==> src/rtl/usb_line_pkg.sv <==
// Shared USB line definitions: FSM states for line drivers, line-state
// encodings, and small helpers used by the host-side drivers and receivers.
package usb_line_pkg;

  typedef enum logic [2:0] {
    ST_IDLE    = 3'd0,
    ST_RST_SE0 = 3'd1,
    ST_EOP_SE0 = 3'd2,
    ST_DRIVE_J = 3'd3,
    ST_RECOVER = 3'd4
  } line_state_e;

  localparam logic [1:0] SE0  = 2'b00;
  localparam logic [1:0] FS_J = 2'b10;
  localparam logic [1:0] LS_J = 2'b01;

  // Largest of four unsigned values; used to size phase counters.
  function automatic int unsigned max4(input int unsigned a, input int unsigned b,
                                       input int unsigned c, input int unsigned d);
    int unsigned m;
    m = a;
    if (b > m) m = b;
    if (c > m) m = c;
    if (d > m) m = d;
    return m;
  endfunction

  // Only the two legal J encodings are kept; SE0/SE1 fall back to full-speed J.
  function automatic logic [1:0] sanitize_j(input logic [1:0] j);
    return ((j == FS_J) || (j == LS_J)) ? j : FS_J;
  endfunction

endpackage

==> src/rtl/usb_phase_timer.sv <==
// Down-counting phase timer: loaded on phase entry, decremented each cycle
// of the phase, and flagging expiry on the last cycle (count == 1).
module usb_phase_timer #(
  parameter int WIDTH = 5
) (
  input  logic             clock,
  input  logic             reset_n,
  input  logic [WIDTH-1:0] load_val_i,
  input  logic             load_i,
  input  logic             dec_i,
  output logic             expired_o
);

  logic [WIDTH-1:0] count_q;

  // Counter register: load has priority over decrement; never wraps below zero.
  always_ff @(posedge clock) begin
    if (!reset_n) begin
      count_q <= '0;
    end else if (load_i) begin
      count_q <= load_val_i;
    end else if (dec_i && (count_q != '0)) begin
      count_q <= count_q - WIDTH'(1);
    end
  end

  assign expired_o = (count_q == WIDTH'(1));

endmodule

==> src/rtl/usb_host_reset_driver.sv <==
// Host-side line driver: generates a bus reset (long SE0) or an EOP/keep-alive
// (short SE0), follows either with J, then releases the pads before signalling done.
module usb_host_reset_driver
  import usb_line_pkg::*;
#(
  parameter int unsigned RESET_CYCLES    = 24,
  parameter int unsigned EOP_SE0_CYCLES  = 2,
  parameter int unsigned EOP_J_CYCLES    = 1,
  parameter int unsigned RECOVERY_CYCLES = 4
) (
  input  logic       clock,
  input  logic       reset_n,
  input  logic       reset_req,
  input  logic       eop_req,
  input  logic [1:0] j_state,
  output logic       busy,
  output logic       done,
  output logic [1:0] usb_out,
  output logic       usb_oe
);

  localparam int unsigned MAX_P = max4(RESET_CYCLES, EOP_SE0_CYCLES, EOP_J_CYCLES, RECOVERY_CYCLES);
  localparam int CNT_W = $clog2(MAX_P + 1);

  line_state_e      state_q, state_d;
  logic [1:0]       j_q, j_d;
  logic             busy_q, busy_d;
  logic             done_q, done_d;
  logic [1:0]       out_q, out_d;
  logic             oe_q, oe_d;

  logic             tmr_load;
  logic             tmr_dec;
  logic [CNT_W-1:0] tmr_val;
  logic             tmr_expired;

  usb_phase_timer #(.WIDTH(CNT_W)) u_timer (
    .clock      (clock),
    .reset_n    (reset_n),
    .load_val_i (tmr_val),
    .load_i     (tmr_load),
    .dec_i      (tmr_dec),
    .expired_o  (tmr_expired)
  );

  // Next-state logic plus next values of the registered outputs (derived from
  // the next state so every output change lands on the same edge as the state).
  always_comb begin
    state_d  = state_q;
    j_d      = j_q;
    tmr_load = 1'b0;
    tmr_dec  = 1'b0;
    tmr_val  = '0;

    unique case (state_q)
      ST_IDLE: begin
        // Reset outranks EOP; a simultaneous eop_req is simply dropped.
        if (reset_req) begin
          state_d  = ST_RST_SE0;
          tmr_load = 1'b1;
          tmr_val  = CNT_W'(RESET_CYCLES);
          j_d      = sanitize_j(j_state);
        end else if (eop_req) begin
          state_d  = ST_EOP_SE0;
          tmr_load = 1'b1;
          tmr_val  = CNT_W'(EOP_SE0_CYCLES);
          j_d      = sanitize_j(j_state);
        end
      end
      ST_RST_SE0, ST_EOP_SE0: begin
        if (tmr_expired) begin
          state_d  = ST_DRIVE_J;
          tmr_load = 1'b1;
          tmr_val  = CNT_W'(EOP_J_CYCLES);
        end else begin
          tmr_dec = 1'b1;
        end
      end
      ST_DRIVE_J: begin
        if (tmr_expired) begin
          state_d  = ST_RECOVER;
          tmr_load = 1'b1;
          tmr_val  = CNT_W'(RECOVERY_CYCLES);
        end else begin
          tmr_dec = 1'b1;
        end
      end
      ST_RECOVER: begin
        if (tmr_expired) begin
          state_d = ST_IDLE;
        end else begin
          tmr_dec = 1'b1;
        end
      end
      default: state_d = ST_IDLE;
    endcase

    busy_d = (state_d != ST_IDLE);
    done_d = (state_q == ST_RECOVER) && (state_d == ST_IDLE);
    oe_d   = (state_d == ST_RST_SE0) || (state_d == ST_EOP_SE0) || (state_d == ST_DRIVE_J);
    out_d  = (state_d == ST_DRIVE_J) ? j_d : SE0;
  end

  // State, latched J and output registers; reset releases the line at once.
  always_ff @(posedge clock) begin
    if (!reset_n) begin
      state_q <= ST_IDLE;
      j_q     <= FS_J;
      busy_q  <= 1'b0;
      done_q  <= 1'b0;
      out_q   <= SE0;
      oe_q    <= 1'b0;
    end else begin
      state_q <= state_d;
      j_q     <= j_d;
      busy_q  <= busy_d;
      done_q  <= done_d;
      out_q   <= out_d;
      oe_q    <= oe_d;
    end
  end

  assign busy    = busy_q;
  assign done    = done_q;
  assign usb_out = out_q;
  assign usb_oe  = oe_q;

endmodule

==> config.mk <==
export PLATFORM = sky130hd
export DESIGN_NAME = usb_host_reset_driver
export DESIGN_NICKNAME = d
export VERILOG_FILES = /design/src/rtl/usb_line_pkg.sv /design/src/rtl/usb_phase_timer.sv /design/src/rtl/usb_host_reset_driver.sv
export SDC_FILE = /design/constraint.sdc
export NUM_CORES = 1
export LEC_CHECK = 0
export BUFFER_PORTS_ARGS = -buffer_cell sky130_fd_sc_hd__clkbuf_2
export CORE_MARGIN = 2
export CORE_UTILIZATION = 45
export CTS_CLUSTER_SIZE = 10
export DETAILED_ROUTE_END_ITERATION = 12
export GPL_ROUTABILITY_DRIVEN = 0
export PLACE_DENSITY = 0.67
export SLEW_MARGIN = 20
export SYNTH_ARGS = -nofsm -noshare
export SYNTH_HDL_FRONTEND = slang
export SYNTH_HIERARCHICAL = 1
export SYNTH_SLANG_ARGS = --single-unit
==> constraint.sdc <==
create_clock -name clock -period 1.9 [get_ports clock]
set_clock_uncertainty 0.1 [all_clocks]
set_input_delay 0 -clock clock [delete_from_list [all_inputs] [get_ports clock]]
set_output_delay 0 -clock clock [all_outputs]
set_load 0.005 [all_outputs]
== Yosys cells after proc, flatten, opt, wreduce, memory -nomap -nowiden ==
Cells that the tools add are included.

* Register bits after elaboration: 15
* Input bits: 6
* Output and inout bits: 5
* Word-level logic and storage cells: 55

* Equal/unequal tests: 10
* Reduce and logical (&&, ||, !) cells: 14
* Mux-type cells: 23
* $add $sub $neg: 1

{| class="wikitable"
|+ Operator list
! operator !! number
|-
| $mux 3 || 6
|-
| $mux 5 || 3
|-
| $pmux 5 s3 || 1
|-
| $eq 3x2->1 const B || 4
|-
| $pmux 3 s4 || 1
|-
| $mux 2 || 5
|-
| $eq 3x1->1 const B || 2
|-
| $logic_not 3->1 || 2
|-
| $mux 1 || 6
|-
| $eq 5x1->1 const B || 1
|-
| $reduce_bool 5->1 || 1
|-
| $sub 5x1->5 const B || 1
|-
| $reduce_or 4->1 || 1
|-
| $eq 3x3->1 const B || 1
|-
| $logic_or 1x1->1 || 3
|-
| $reduce_bool 3->1 || 1
|-
| $reduce_or 3->1 || 1
|-
| $eq 2x1->1 const B || 1
|-
| $eq 2x2->1 const B || 1
|-
| $logic_and 1x1->1 || 2
|-
| $pmux 1 s2 || 1
|-
| $reduce_and 2->1 || 1
|-
| $reduce_bool 2->1 || 1
|-
| $reduce_or 2->1 || 1
|}

== Longest topological paths before layout ==
Gate-level depths: netlist of run 1.

* Word-level depth: 6
* Depth in mapped cells: 9
* Depth with buffers taken out: 7

== By module ==
Netlist of run 1, hierarchy kept.

{| class="wikitable"
|+ Modules (own cells, without submodules)
! module !! area each (um^2) !! seq. area each (um^2) !! cells an instance !! instances
|-
| usb_host_reset_driver || 498.0 || 200.2 || 51 || 1
|-
| usb_phase_timer || 317.8 || 100.1 || 40 || 1
|}

== Worst setup path before layout of run 1 ==
No wires, ideal clock.

* Path type: flip-flop to flip-flop
* Start: reg u_timer.count_q[1]
* End: reg u_timer.count_q[4]
* Slack: 0.080 ns
* Required time: 1.676 ns
* Period minus slack after synthesis: 1.820 ns
* Stages on the path, launching flop included: 10
* Buffers on the path: 2
* Library setup time: 0.124 ns
* Data arrival time: 1.596 ns
* Cells stage by stage: dfxtp_1 inv_1 ha_1 nor4b_1 buf_2 nor3_1 clkbuf_1 nand2_1 o311ai_1 a21oi_1

* Word-level cells in the longest chain between the ends: 5
* Elaborated cells on any way between the ends: 11
* Classes of those cells: add/sub (1); eq/ne (1); mux (6); reduce/logical (3)

{| class="wikitable"
|+ RTL lines
! item !! line !! RTL
|-
| start: declaration || usb_phase_timer.sv:14 || <nowiki>logic [WIDTH-1:0] count_q;</nowiki>
|-
| start signal: assignment || usb_phase_timer.sv:21 || <nowiki>count_q <= load_val_i;</nowiki>
|-
| start signal: assignment || usb_phase_timer.sv:23 || <nowiki>count_q <= count_q - WIDTH'(1);</nowiki>
|-
| $eq 5x1->1 || usb_phase_timer.sv:27 || <nowiki>assign expired_o = (count_q == WIDTH'(1));</nowiki>
|-
| net tmr_expired || usb_host_reset_driver.sv:35 || <nowiki>logic tmr_expired;</nowiki>
|-
| $mux 1 || usb_host_reset_driver.sv:71, usb_host_reset_driver.sv:80, usb_host_reset_driver.sv:89 ||
|-
| $mux 1 || -- ||
|-
| net tmr_dec || usb_host_reset_driver.sv:33 || <nowiki>logic tmr_dec;</nowiki>
|-
| $logic_and 1x1->1 || usb_phase_timer.sv:22 || <nowiki>end else if (dec_i && (count_q != '0)) begin</nowiki>
|-
| $reduce_bool 2->1 (no line) || -- ||
|}

The timed path passes the listed nets, and every way through them passes these cells. The select of a mux whose other input is x is not followed.
A chain may end at the register's enable or synchronous reset.

== Final worst setup path of run 1 ==
Same ends and word-level chain as after synthesis.

==> results.txt, run 1 <==
Post-synthesis cell type count: 37
Nets: 117
Post-synth net total: 99
Area after DPL: 885.9 um^2
Finished layout cell area: 993.5 um^2
Total number of vias: 727
Number of antenna violations at the first check in global routing: 0
Total Routed Length: 1779 um
Final WS setup: 0.03411 ns
WS Path Type: register to register
Height of the die: 46.58 um
Mapped Area: 815.8 um^2
Number of sinks handled by clock tree synthesis: 15
Highest-count cells in the layout ignoring fill and taps: sky130_fd_sc_hd__dfxtp_1, sky130_fd_sc_hd__clkbuf_2, sky130_fd_sc_hd__nor2_1, sky130_fd_sc_hd__a21oi_1, sky130_fd_sc_hd__dlygate4sd3_1
Max-slew violations: 0
GRT Overall Usage: 19.39%
Core region area: 0.001708 mm^2
Maximum clock rate: 535.9 MHz
Sum of internal, switching and leakage power: 838.1 uW
Number of I/O port buffers: 10
Total inserted antenna cells: 0
Outcome: finished, final reports clean
Remaining number of nets flagged by the antenna check after routing: 0
Final setup violating endpoints: 0
Final period util: 98.20%
Class of the tightest hold or removal check: register to register
Clk Tree Root Cell: sky130_fd_sc_hd__clkbuf_4
Kind of end point of the critical path: register
Critical path startpoint category: register
Avg Synthesized Cell Area: 8.965 um^2
Proportion of netlist area held by the largest area contributor: 36.81%
CP Data Arrival Time: 1.94 ns
Max-Slew Margin vs Limit: 71.75%
Worst Setup Slack post-DPL: 0.04736 ns
Clock tree from TritonCTS: built
Total Die Area: 0.002169 mm^2
Detailed-route wire length per cell: 13.38 um
Overflow left after global routing: 0
Maximum net fanout on the critical path: 8
Number of standard cells in the final layout excluding fillers: 133
Boundary Pins: 11
Proportion of layout cells with a drive suffix above 1: 25.93%
H-Tree Level Count: 1
HPWL after DPL: 1207 um
Synthesized instance count: 91
Setup Fix Bufs, Post-CTS: 0
Final-report hold violation count: 0
Minimum period implied by the final worst setup slack: 1.866 ns
Number of CTS-inserted buffers: 3
Pin count of the biggest net entering global routing: 14
Clock transition at the register clock pins on the worst setup and hold paths after CTS: 0.09 ns
Die X: 46.58 um
Number of vias per cell: 5.466
VDD IR max: 0.4460 mV
Number of buffers between clock root and the deepest sink: 2
Number of search-and-repair iterations in the first detailed-routing pass: 4
Post-synthesis to final-layout area growth: 21.78%
DRC Markers: 0
Most frequent standard cell in the layout excluding fill and tap cells: sky130_fd_sc_hd__dfxtp_1
WP data required: 1.98 ns
Initial core utilization: 47.77%
Iter 0 DRT Violations: 17
Power per cell area: 843.6 mW/mm^2
Vias in the first global route: 666
Count of maximum capacitance violations: 0
Sequential area share after synthesis: 36.81%
Setup TNS after final layout: 0 ns
Global-route wire length before repair: 2884 um
Leak Pwr: 0.3763 nW
Biggest area consumer among synthesized cells: sky130_fd_sc_hd__dfxtp_1
Placed cells: 123
Cell types occupying the most area after synthesis: sky130_fd_sc_hd__dfxtp_1, sky130_fd_sc_hd__a21oi_1, sky130_fd_sc_hd__nor2_1, sky130_fd_sc_hd__ha_1, sky130_fd_sc_hd__nand3_1
YS warnings: 6
Count of standard-cell rows: 15
Clock Latency Late Sink: 0.28 ns
Unrepaired setup endpoints after global routing: yes
Slew at the pin with the worst max-slew slack: 0.4179 ns
Yosys reg bits: 15
-- per-layer routing --
layer  vias to the layer above  global-route usage [%]  part of all wire (%)  wire [um]
li1                        366                       -                     -          -
met1                       336                   23.68                    47        838
met2                        20                   31.11                    48        852
met3                         5                   4.706                   2.9         51
met4                         0                   10.29                   2.1         37
met5                         -                       0                     0          0
-- path summary, 6_finish.rpt --
kind,start,cells past startpoint,slack (ns),end
worst max-delay path,u_timer/count_q[1]$_SDFFE_PN0P_,9,0.03,u_timer/count_q[4]$_SDFFE_PN0P_
worst min-delay path,j_q[0]$_SDFF_PN0_,2,0.41,j_q[0]$_SDFF_PN0_
worst max register to register,u_timer/count_q[1]$_SDFFE_PN0P_,9,0.03,u_timer/count_q[4]$_SDFFE_PN0P_
worst min register to register,j_q[0]$_SDFF_PN0_,2,0.41,j_q[0]$_SDFF_PN0_
-- power by group --
part           switching, mW  internal [mW]
sequential            0.0376          0.345
clock                  0.105         0.0816
combinational          0.143          0.126
total                  0.285          0.553
-- kinds of logic after synthesis --
family          Yosys count  synth area share, %
compound gates           22                18.25
xor+xnor                  2                2.148
fa+ha+maj                 2                3.067
buf+inv                  10                5.981
flops                    15                36.81
simple gates             40                33.74
-- area by class of cell --
cell class	count	area, um^2
Multi-Input combinational cell	66	486.7
Inverter	4	15.01
Tap cell	25	31.28
Sequential cell	15	301.5
Fill cell	152	714.4
Timing Repair Buffer	19	132.6
Clock buffer	4	26.28
-- cell usage after synthesis (all sizes together) --
cell	n
dfxtp	15
a21oi	7
nor2	7
nand3	5
nor3	5
buf	4
inv	4
o21ai	4
nor4b	3
o21a	3
a2111o	2
a211oi	2
clkbuf	2
ha	2
nand2	2
nand2b	2
nand4	2
nand4b	2
nor2b	2
nor3b	2
xnor2	2
a211o	1
a21boi	1
a311oi	1
and2	1
and3	1
and4	1
nor4	1
o311ai	1
or2	1
or3	1
or3b	1
or4b	1
-- flip-flops by register name (all words and copies together) (netlist names) --
register and flops:
usb_oe 1, u_timer/count_q 5, busy 1, state_q 3, j_q 2, done 1
usb_out 2
-- worst max-delay path: stages, from the launching register on --
cell and delay, ns:
sky130_fd_sc_hd__dfxtp_2 0.33, sky130_fd_sc_hd__inv_1 0.06, sky130_fd_sc_hd__ha_1 0.17, sky130_fd_sc_hd__nor4b_1 0.13, sky130_fd_sc_hd__buf_4 0.17, sky130_fd_sc_hd__nor3_2 0.18, sky130_fd_sc_hd__buf_4 0.18, sky130_fd_sc_hd__nand2_2 0.07
sky130_fd_sc_hd__o311ai_2 0.26, sky130_fd_sc_hd__a21oi_1 0.10
-- repair_timing --
| action | 4_1_cts | 5_1_grt |
|---|---|---|
| gates resized for setup | 0 | 6 |
| endpoints found under the hold margin | 5 | 0 |
| hold buffers | 6 | 0 |
| endpoints found under the setup margin | 0 | 5 |
-- through the flow --
| step | util [%] | hold WS (ns) |
|---|---|---|
| 5_1_grt | 58.17 | 0.4542 |
| 6_report | 58.17 | 0.4066 |
| 3_3_place_gp | 51.87 | 0.2164 |
| 3_5_place_dp | 51.87 | 0.2312 |
| 2_1_floorplan | - | -0.02001 |
| 4_1_cts | 56.92 | 0.4051 |
Power figures use the tool's default switching activity.
==> run 2, diff against run 1 <==
--- a/config.mk
+++ b/config.mk
@@ -6,12 +6,12 @@
 export NUM_CORES = 1
 export LEC_CHECK = 0
 export BUFFER_PORTS_ARGS = -buffer_cell sky130_fd_sc_hd__clkbuf_2
-export CORE_MARGIN = 2
+export CORE_MARGIN = 5
 export CORE_UTILIZATION = 45
+export CTS_BUF_LIST = sky130_fd_sc_hd__clkbuf_4 sky130_fd_sc_hd__clkbuf_8 sky130_fd_sc_hd__clkbuf_16
 export CTS_CLUSTER_SIZE = 10
 export DETAILED_ROUTE_END_ITERATION = 12
 export GPL_ROUTABILITY_DRIVEN = 0
-export PLACE_DENSITY = 0.67
 export SLEW_MARGIN = 20
 export SYNTH_ARGS = -nofsm -noshare
 export SYNTH_HDL_FRONTEND = slang
==> constraint.sdc (replaced) <==
create_clock -name clock -period 2.05 [get_ports clock]
set_clock_uncertainty 0.1 [all_clocks]
set_input_delay 0 -clock clock [delete_from_list [all_inputs] [get_ports clock]]
set_output_delay 0 -clock clock [all_outputs]
set_load 0.005 [all_outputs]
==> run 2 against run 1 <==
Net effect:
- final cell count is 2.3% higher
- clock power about the same
- first-iteration DRC count decreased by 5.9%
- critical path type unchanged
- design area rose by 2.8%
- register-to-register slack better by 0.11 ns
- wire length increased by 1.2%
- sequential share of layout area shrank 0.82 points
- global-route usage fell by 3.8 points
- highest routed layer unchanged
- sequential cell count unchanged
- largest power group unchanged
- combinational power decreased by 6%
==> results.txt, run 2 (synthesis gave the netlist of run 1 again) <==
Outcome: finished, final reports clean
Initial core utilization: 47.25%
Number of cell instances on the worst register-to-register path: 9
Height of the die: 52.58 um
Count of standard-cell rows: 15
Global-route wire length before repair: 3146 um
Register with the most flip-flops: u_timer/count_q
Worst reg2reg path endpoint: u_timer/count_q[4]$_SDFFE_PN0P_
Vias in the first global route: 730
WP buf/inv: 3
Switching power: 265.5 uW
Kind of end point of the critical path: register
Maximum clock rate: 524.7 MHz
Number of vias per cell: 5.574
Fillers: 163
Highest-count cells in the layout ignoring fill and taps: sky130_fd_sc_hd__dfxtp_1, sky130_fd_sc_hd__clkbuf_2, sky130_fd_sc_hd__nor2_1, sky130_fd_sc_hd__a21oi_1, sky130_fd_sc_hd__dlygate4sd3_1
Final period util: 92.97%
Overflow left after global routing: 0
Leak Pwr: 0.3966 nW
Clock transition at the register clock pins on the worst setup and hold paths after CTS: 0.09 ns
Cell breakdown of the critical path: inv_1 > ha_1 > nor4b_2 > buf_4 > nor3_2 > buf_4 > nand2_1 > o311ai_2 > a21oi_1
Setup slack of the most critical reg-to-reg path: 0.14 ns
Iter 0 DRT Violations: 16
Clk Tree Root Cell: sky130_fd_sc_hd__clkbuf_4
Final setup violating endpoints: 0
Final-report hold violation count: 0
Worst Setup Slack post-DPL: 0.1678 ns
Max-Slew Margin vs Limit: 72.14%
Endpoint of the most critical setup path: u_timer/count_q[4]$_SDFFE_PN0P_
Power Internal: 525.3 uW
Maximum net fanout on the critical path: 8
Slew at the pin with the worst max-slew slack: 0.4121 ns
Critical Path Source: u_timer/count_q[1]$_SDFFE_PN0P_
Clock tree from TritonCTS: built
Proportion of layout cells with a drive suffix above 1: 26.13%
Pin count of the biggest net entering global routing: 14
Maximum cell stage delay along the critical path: 0.34 ns
Sum of internal, switching and leakage power: 790.7 uW
Nets: 120
CP Data Arrival Time: 1.99 ns
Total Die Area: 0.002764 mm^2
Registers with the highest flip-flop counts: u_timer/count_q: 5 flops, state_q: 3 flops
Number of antenna violations at the first check in global routing: 0
Total inserted antenna cells: 0
VDD IR max: 0.4786 mV
Max FFs per register: 5
Part of the power in combinational logic: 31.8%
Launching point of the worst reg2reg path: u_timer/count_q[1]$_SDFFE_PN0P_
Total Routed Length: 1801 um
Die X: 52.58 um
Critical path startpoint category: register
Switching part of the total power: 33.57%
Class of the tightest hold or removal check: register to register
WP data required: 2.13 ns
Power per cell area: 774.5 mW/mm^2
Count of maximum capacitance violations: 0
Number of search-and-repair iterations in the first detailed-routing pass: 4
Number of sinks handled by clock tree synthesis: 15
Max-slew violations: 0
Clk pwr share: 23.5%
Number of buffers between clock root and the deepest sink: 2
Remaining number of nets flagged by the antenna check after routing: 0
WS Path Type: register to register
Post-synthesis to final-layout area growth: 25.15%
Clock Latency Late Sink: 0.29 ns
DRC Markers: 0
Cell family contributing the most delay on the critical path: simple AND/OR/NAND/NOR gates
HPWL after DPL: 1186 um
H-Tree Level Count: 1
Number of I/O port buffers: 10
CP max stage cell: sky130_fd_sc_hd__dfxtp_2
Sequential share of power: 44.6%
Final WS setup: 0.1441 ns
Minimum period implied by the final worst setup slack: 1.906 ns
GRT Overall Usage: 15.56%
Critical Path Most Common Cell: sky130_fd_sc_hd__buf_4
Total number of vias: 758
Core region area: 0.001727 mm^2
Most frequent standard cell in the layout excluding fill and tap cells: sky130_fd_sc_hd__dfxtp_1
Number of CTS-inserted buffers: 3
Logic depth of the worst path, buffers included: 9
Boundary Pins: 11
Detailed-route wire length per cell: 13.24 um
run 2: per-stage QoR:
step	TNS (ns)	utilization (%)	instances	hold slack [ns]	cell area (um^2)
4_1_cts	0	57.54	135	0.4127	993.5
6_report	0	59.13	136	0.4036	1021
5_1_grt	-0.01624	59.13	136	0.4218	1021
3_5_place_dp	0	51.74	124	0.2255	893.4
2_1_floorplan	0	-	91	-0.02001	815.8
3_3_place_gp	0	51.74	124	0.2178	893.4
run 2: worst min path at each step:
stage	from	endpoint	slack, ns	cells after the start
5_1_grt	j_q[1]$_SDFF_PN1_	usb_out[1]$_SDFF_PN0_	0.42	2
3_5_place_dp	eop_req	usb_oe$_SDFF_PN0_	0.23	3
3_3_place_gp	j_state[1]	j_q[1]$_SDFF_PN1_	0.22	3
2_1_floorplan	reset_n	j_q[1]$_SDFF_PN1_	-0.02	1
6_report	j_q[1]$_SDFF_PN1_	usb_out[1]$_SDFF_PN0_	0.40	2
4_1_cts	j_q[0]$_SDFF_PN0_	j_q[0]$_SDFF_PN0_	0.41	2
run 2: power by group through the flow:
| stage | logic (mW) | registers [mW] | clock network (mW) |
|---|---|---|---|
| after global routing | 0.281 | 0.359 | 0.208 |
| after global placement | 0.220 | 0.355 | 0 |
| after detailed placement | 0.221 | 0.356 | 0 |
| after CTS | 0.236 | 0.349 | 0.190 |
| after floorplan | 0.184 | 0.342 | 0 |
| final | 0.252 | 0.353 | 0.186 |
run 2: worst reg2reg max path, cell delays in order, from the launching register on:
cell	delay [ns]
sky130_fd_sc_hd__dfxtp_2	0.34
sky130_fd_sc_hd__inv_1	0.07
sky130_fd_sc_hd__ha_1	0.19
sky130_fd_sc_hd__nor4b_2	0.16
sky130_fd_sc_hd__buf_4	0.17
sky130_fd_sc_hd__nor3_2	0.18
sky130_fd_sc_hd__buf_4	0.17
sky130_fd_sc_hd__nand2_1	0.09
sky130_fd_sc_hd__o311ai_2	0.23
sky130_fd_sc_hd__a21oi_1	0.11
run 2: final cells by class:
| class | instances | area [um^2] | area share (%) |
|---|---|---|---|
| well taps | 25 | 31.28 | 3.064 |
| multi-input cells | 66 | 485.5 | 47.55 |
| flip-flops and latches | 15 | 301.5 | 29.53 |
| clock buffers | 4 | 30.03 | 2.941 |
| inverters | 4 | 15.01 | 1.471 |
| repair buffers | 22 | 157.7 | 15.44 |
run 2: repair_timing:
action / CTS / global route
setup endpoints to repair: 0 / 2
hold endpoints to repair: 8 / 0
buffers inserted: 0 / 1
hold buffers: 7 / 0
gates resized for setup: 0 / 4
run 2: routing by layer:
layer / vias up / wire, um / track usage [%]
met2: 18 / 803 / 23.76
met4: 0 / 51 / 8.936
met5: - / 0 / 0
li1: 380 / - / -
met1: 355 / 871 / 20.42
met3: 5 / 74 / 2.564
==> run 3, diff against run 2 <==
==> constraint.sdc (replaced) <==
create_clock -name clock -period 1.92 [get_ports clock]
set_clock_uncertainty 0.1 [all_clocks]
set_input_delay 0 -clock clock [delete_from_list [all_inputs] [get_ports clock]]
set_output_delay 0 -clock clock [all_outputs]
set_load 0.005 [all_outputs]
==> run 3 against run 2 <==
Net effect:
- setup slack worse by 0.045 ns
- utilization down 0.72 points
- critical path depth unchanged
- first-iteration DRC count down 13%
- via count down 5.0%
- global-route usage down 0.72 points
==> results.txt, run 3 (synthesis gave the netlist of run 1 again) <==
Overflow left after global routing: 0
Highest-count cells in the layout ignoring fill and taps: sky130_fd_sc_hd__dfxtp_1, sky130_fd_sc_hd__clkbuf_2, sky130_fd_sc_hd__nor2_1, sky130_fd_sc_hd__a21oi_1, sky130_fd_sc_hd__dlygate4sd3_1
Number of I/O port buffers: 10
Max FFs per register: 5
Maximum net fanout on the critical path: 8
Clock transition at the register clock pins on the worst setup and hold paths after CTS: 0.09 ns
Min-Delay Path Depth: 2
Global-route wire length before repair: 2987 um
CP Data Arrival Time: 1.88 ns
Number of CTS-inserted buffers: 3
Class of the tightest hold or removal check: register to register
Leak Pwr: 0.3870 nW
Critical path startpoint category: register
Number of standard cells in the final layout excluding fillers: 134
Finished layout cell area: 0.001008 mm^2
Clk Tree Root Cell: sky130_fd_sc_hd__clkbuf_4
Total Routed Length: 1722 um
Initial core utilization: 47.25%
Registers with the highest flip-flop counts: u_timer/count_q: 5 flops, state_q: 3 flops
Count of standard-cell rows: 15
Max-slew violations: 0
Placed cells: 124
Number of sinks handled by clock tree synthesis: 15
Unrepaired setup endpoints after global routing: yes
Maximum cell stage delay along the critical path: 0.33 ns
Final period util: 94.85%
WS Path Type: register to register
Nets: 118
Die X: 52.58 um
Number of cell instances on the worst register-to-register path: 9
Number of buffers between clock root and the deepest sink: 2
Maximum clock rate: 549.1 MHz
Vias in the first global route: 655
Number of antenna violations at the first check in global routing: 0
Pin count of the biggest net entering global routing: 14
Final WS setup: 0.09897 ns
Height of the die: 52.58 um
Proportion of layout cells with a drive suffix above 1: 26.61%
Outcome: finished, final reports clean
Number of search-and-repair iterations in the first detailed-routing pass: 4
Cell breakdown of the critical path: inv_1 > ha_1 > nor4b_1 > buf_4 > nor3_2 > buf_4 > nand2_1 > o311ai_2 > a21oi_1
Detailed-route wire length per cell: 12.85 um
Worst Setup Slack post-DPL: 0.06732 ns
Total number of vias: 720
VDD IR max: 0.5266 mV
WP data required: 1.98 ns
Logic depth of the worst path, buffers included: 9
Clock tree from TritonCTS: built
Boundary Pins: 11
Minimum period implied by the final worst setup slack: 1.821 ns
Max-Slew Margin vs Limit: 69.44%
Count of maximum capacitance violations: 0
Remaining number of nets flagged by the antenna check after routing: 0
HPWL after DPL: 1188 um
Total Die Area: 0.002764 mm^2
DRC Markers: 0
Cell family contributing the most delay on the critical path: buffers and inverters
Setup TNS after final layout: 0 ns
Critical Path Most Common Cell: sky130_fd_sc_hd__buf_4
Final-report hold violation count: 0
Clock Latency Late Sink: 0.28 ns
WP buf/inv: 3
CP max stage cell: sky130_fd_sc_hd__dfxtp_2
Final setup violating endpoints: 0
Core region area: 0.001727 mm^2
Kind of end point of the critical path: register
GRT Overall Usage: 14.84%
Slew at the pin with the worst max-slew slack: 0.4578 ns
Worst-case hold slack: 0.3954 ns
Area after DPL: 893.4 um^2
H-Tree Level Count: 1
Number of vias per cell: 5.373
Register with the most flip-flops: u_timer/count_q
Power per cell area: 832.5 mW/mm^2
Total inserted antenna cells: 0
Sum of internal, switching and leakage power: 839.5 uW
Final design utilization: 58.41%
Iter 0 DRT Violations: 14
Most frequent standard cell in the layout excluding fill and tap cells: sky130_fd_sc_hd__dfxtp_1
Post-synthesis to final-layout area growth: 23.62%
## run 3: cell types whose count changed in the layout (fill, tap and decap cells not counted), sizes merged
cell / delta
buf: -1
dlygate4sd3: -1
## run 3: layout make-up
type                       instances  area (um^2)
sequential                        15        301.5
tap                               25        31.28
timing repair buffer              20        140.1
clock buffer                       4        30.03
fill                             170        718.2
multi-input combinational         66        490.5
inverter                           4        15.01
## run 3: worst register-to-register path: stages, from the launching register on
cell and delay (ns):
sky130_fd_sc_hd__dfxtp_2 0.33, sky130_fd_sc_hd__inv_1 0.06, sky130_fd_sc_hd__ha_1 0.17, sky130_fd_sc_hd__nor4b_1 0.13, sky130_fd_sc_hd__buf_4 0.17, sky130_fd_sc_hd__nor3_2 0.17, sky130_fd_sc_hd__buf_4 0.17, sky130_fd_sc_hd__nand2_1 0.09
sky130_fd_sc_hd__o311ai_2 0.23, sky130_fd_sc_hd__a21oi_1 0.09
## run 3: final timing paths
check | startpoint | to | slack, ns
max | u_timer/count_q[1]$_SDFFE_PN0P_ | u_timer/count_q[4]$_SDFFE_PN0P_ | 0.1
min | j_q[1]$_SDFF_PN1_ | usb_out[1]$_SDFF_PN0_ | 0.40
max reg2reg | u_timer/count_q[1]$_SDFFE_PN0P_ | u_timer/count_q[4]$_SDFFE_PN0P_ | 0.1
min reg2reg | j_q[1]$_SDFF_PN1_ | usb_out[1]$_SDFF_PN0_ | 0.40
## run 3: routing by layer
layer | global-route usage, % | routed length [um] | vias up | part of all wire (%)
met4 | 2.553 | 14 | 0 | 0.81
li1 | - | - | 374 | -
met2 | 23.14 | 790 | 16 | 46
met5 | 0 | 0 | - | 0
met3 | 5.983 | 84 | 2 | 4.9
met1 | 19.34 | 833 | 328 | 48
## run 3: where the power goes
part	internal (mW)	switching, mW
Combinational	0.131	0.137
Clock	0.0947	0.0962
Sequential	0.342	0.0389
## run 3: timing repair
action / CTS / global route
endpoints found under the setup margin: 0 / 4
buffers inserted: 0 / 0
resized for setup: 0 / 6
hold endpoints to repair: 6 / 0
hold buffers: 6 / 0
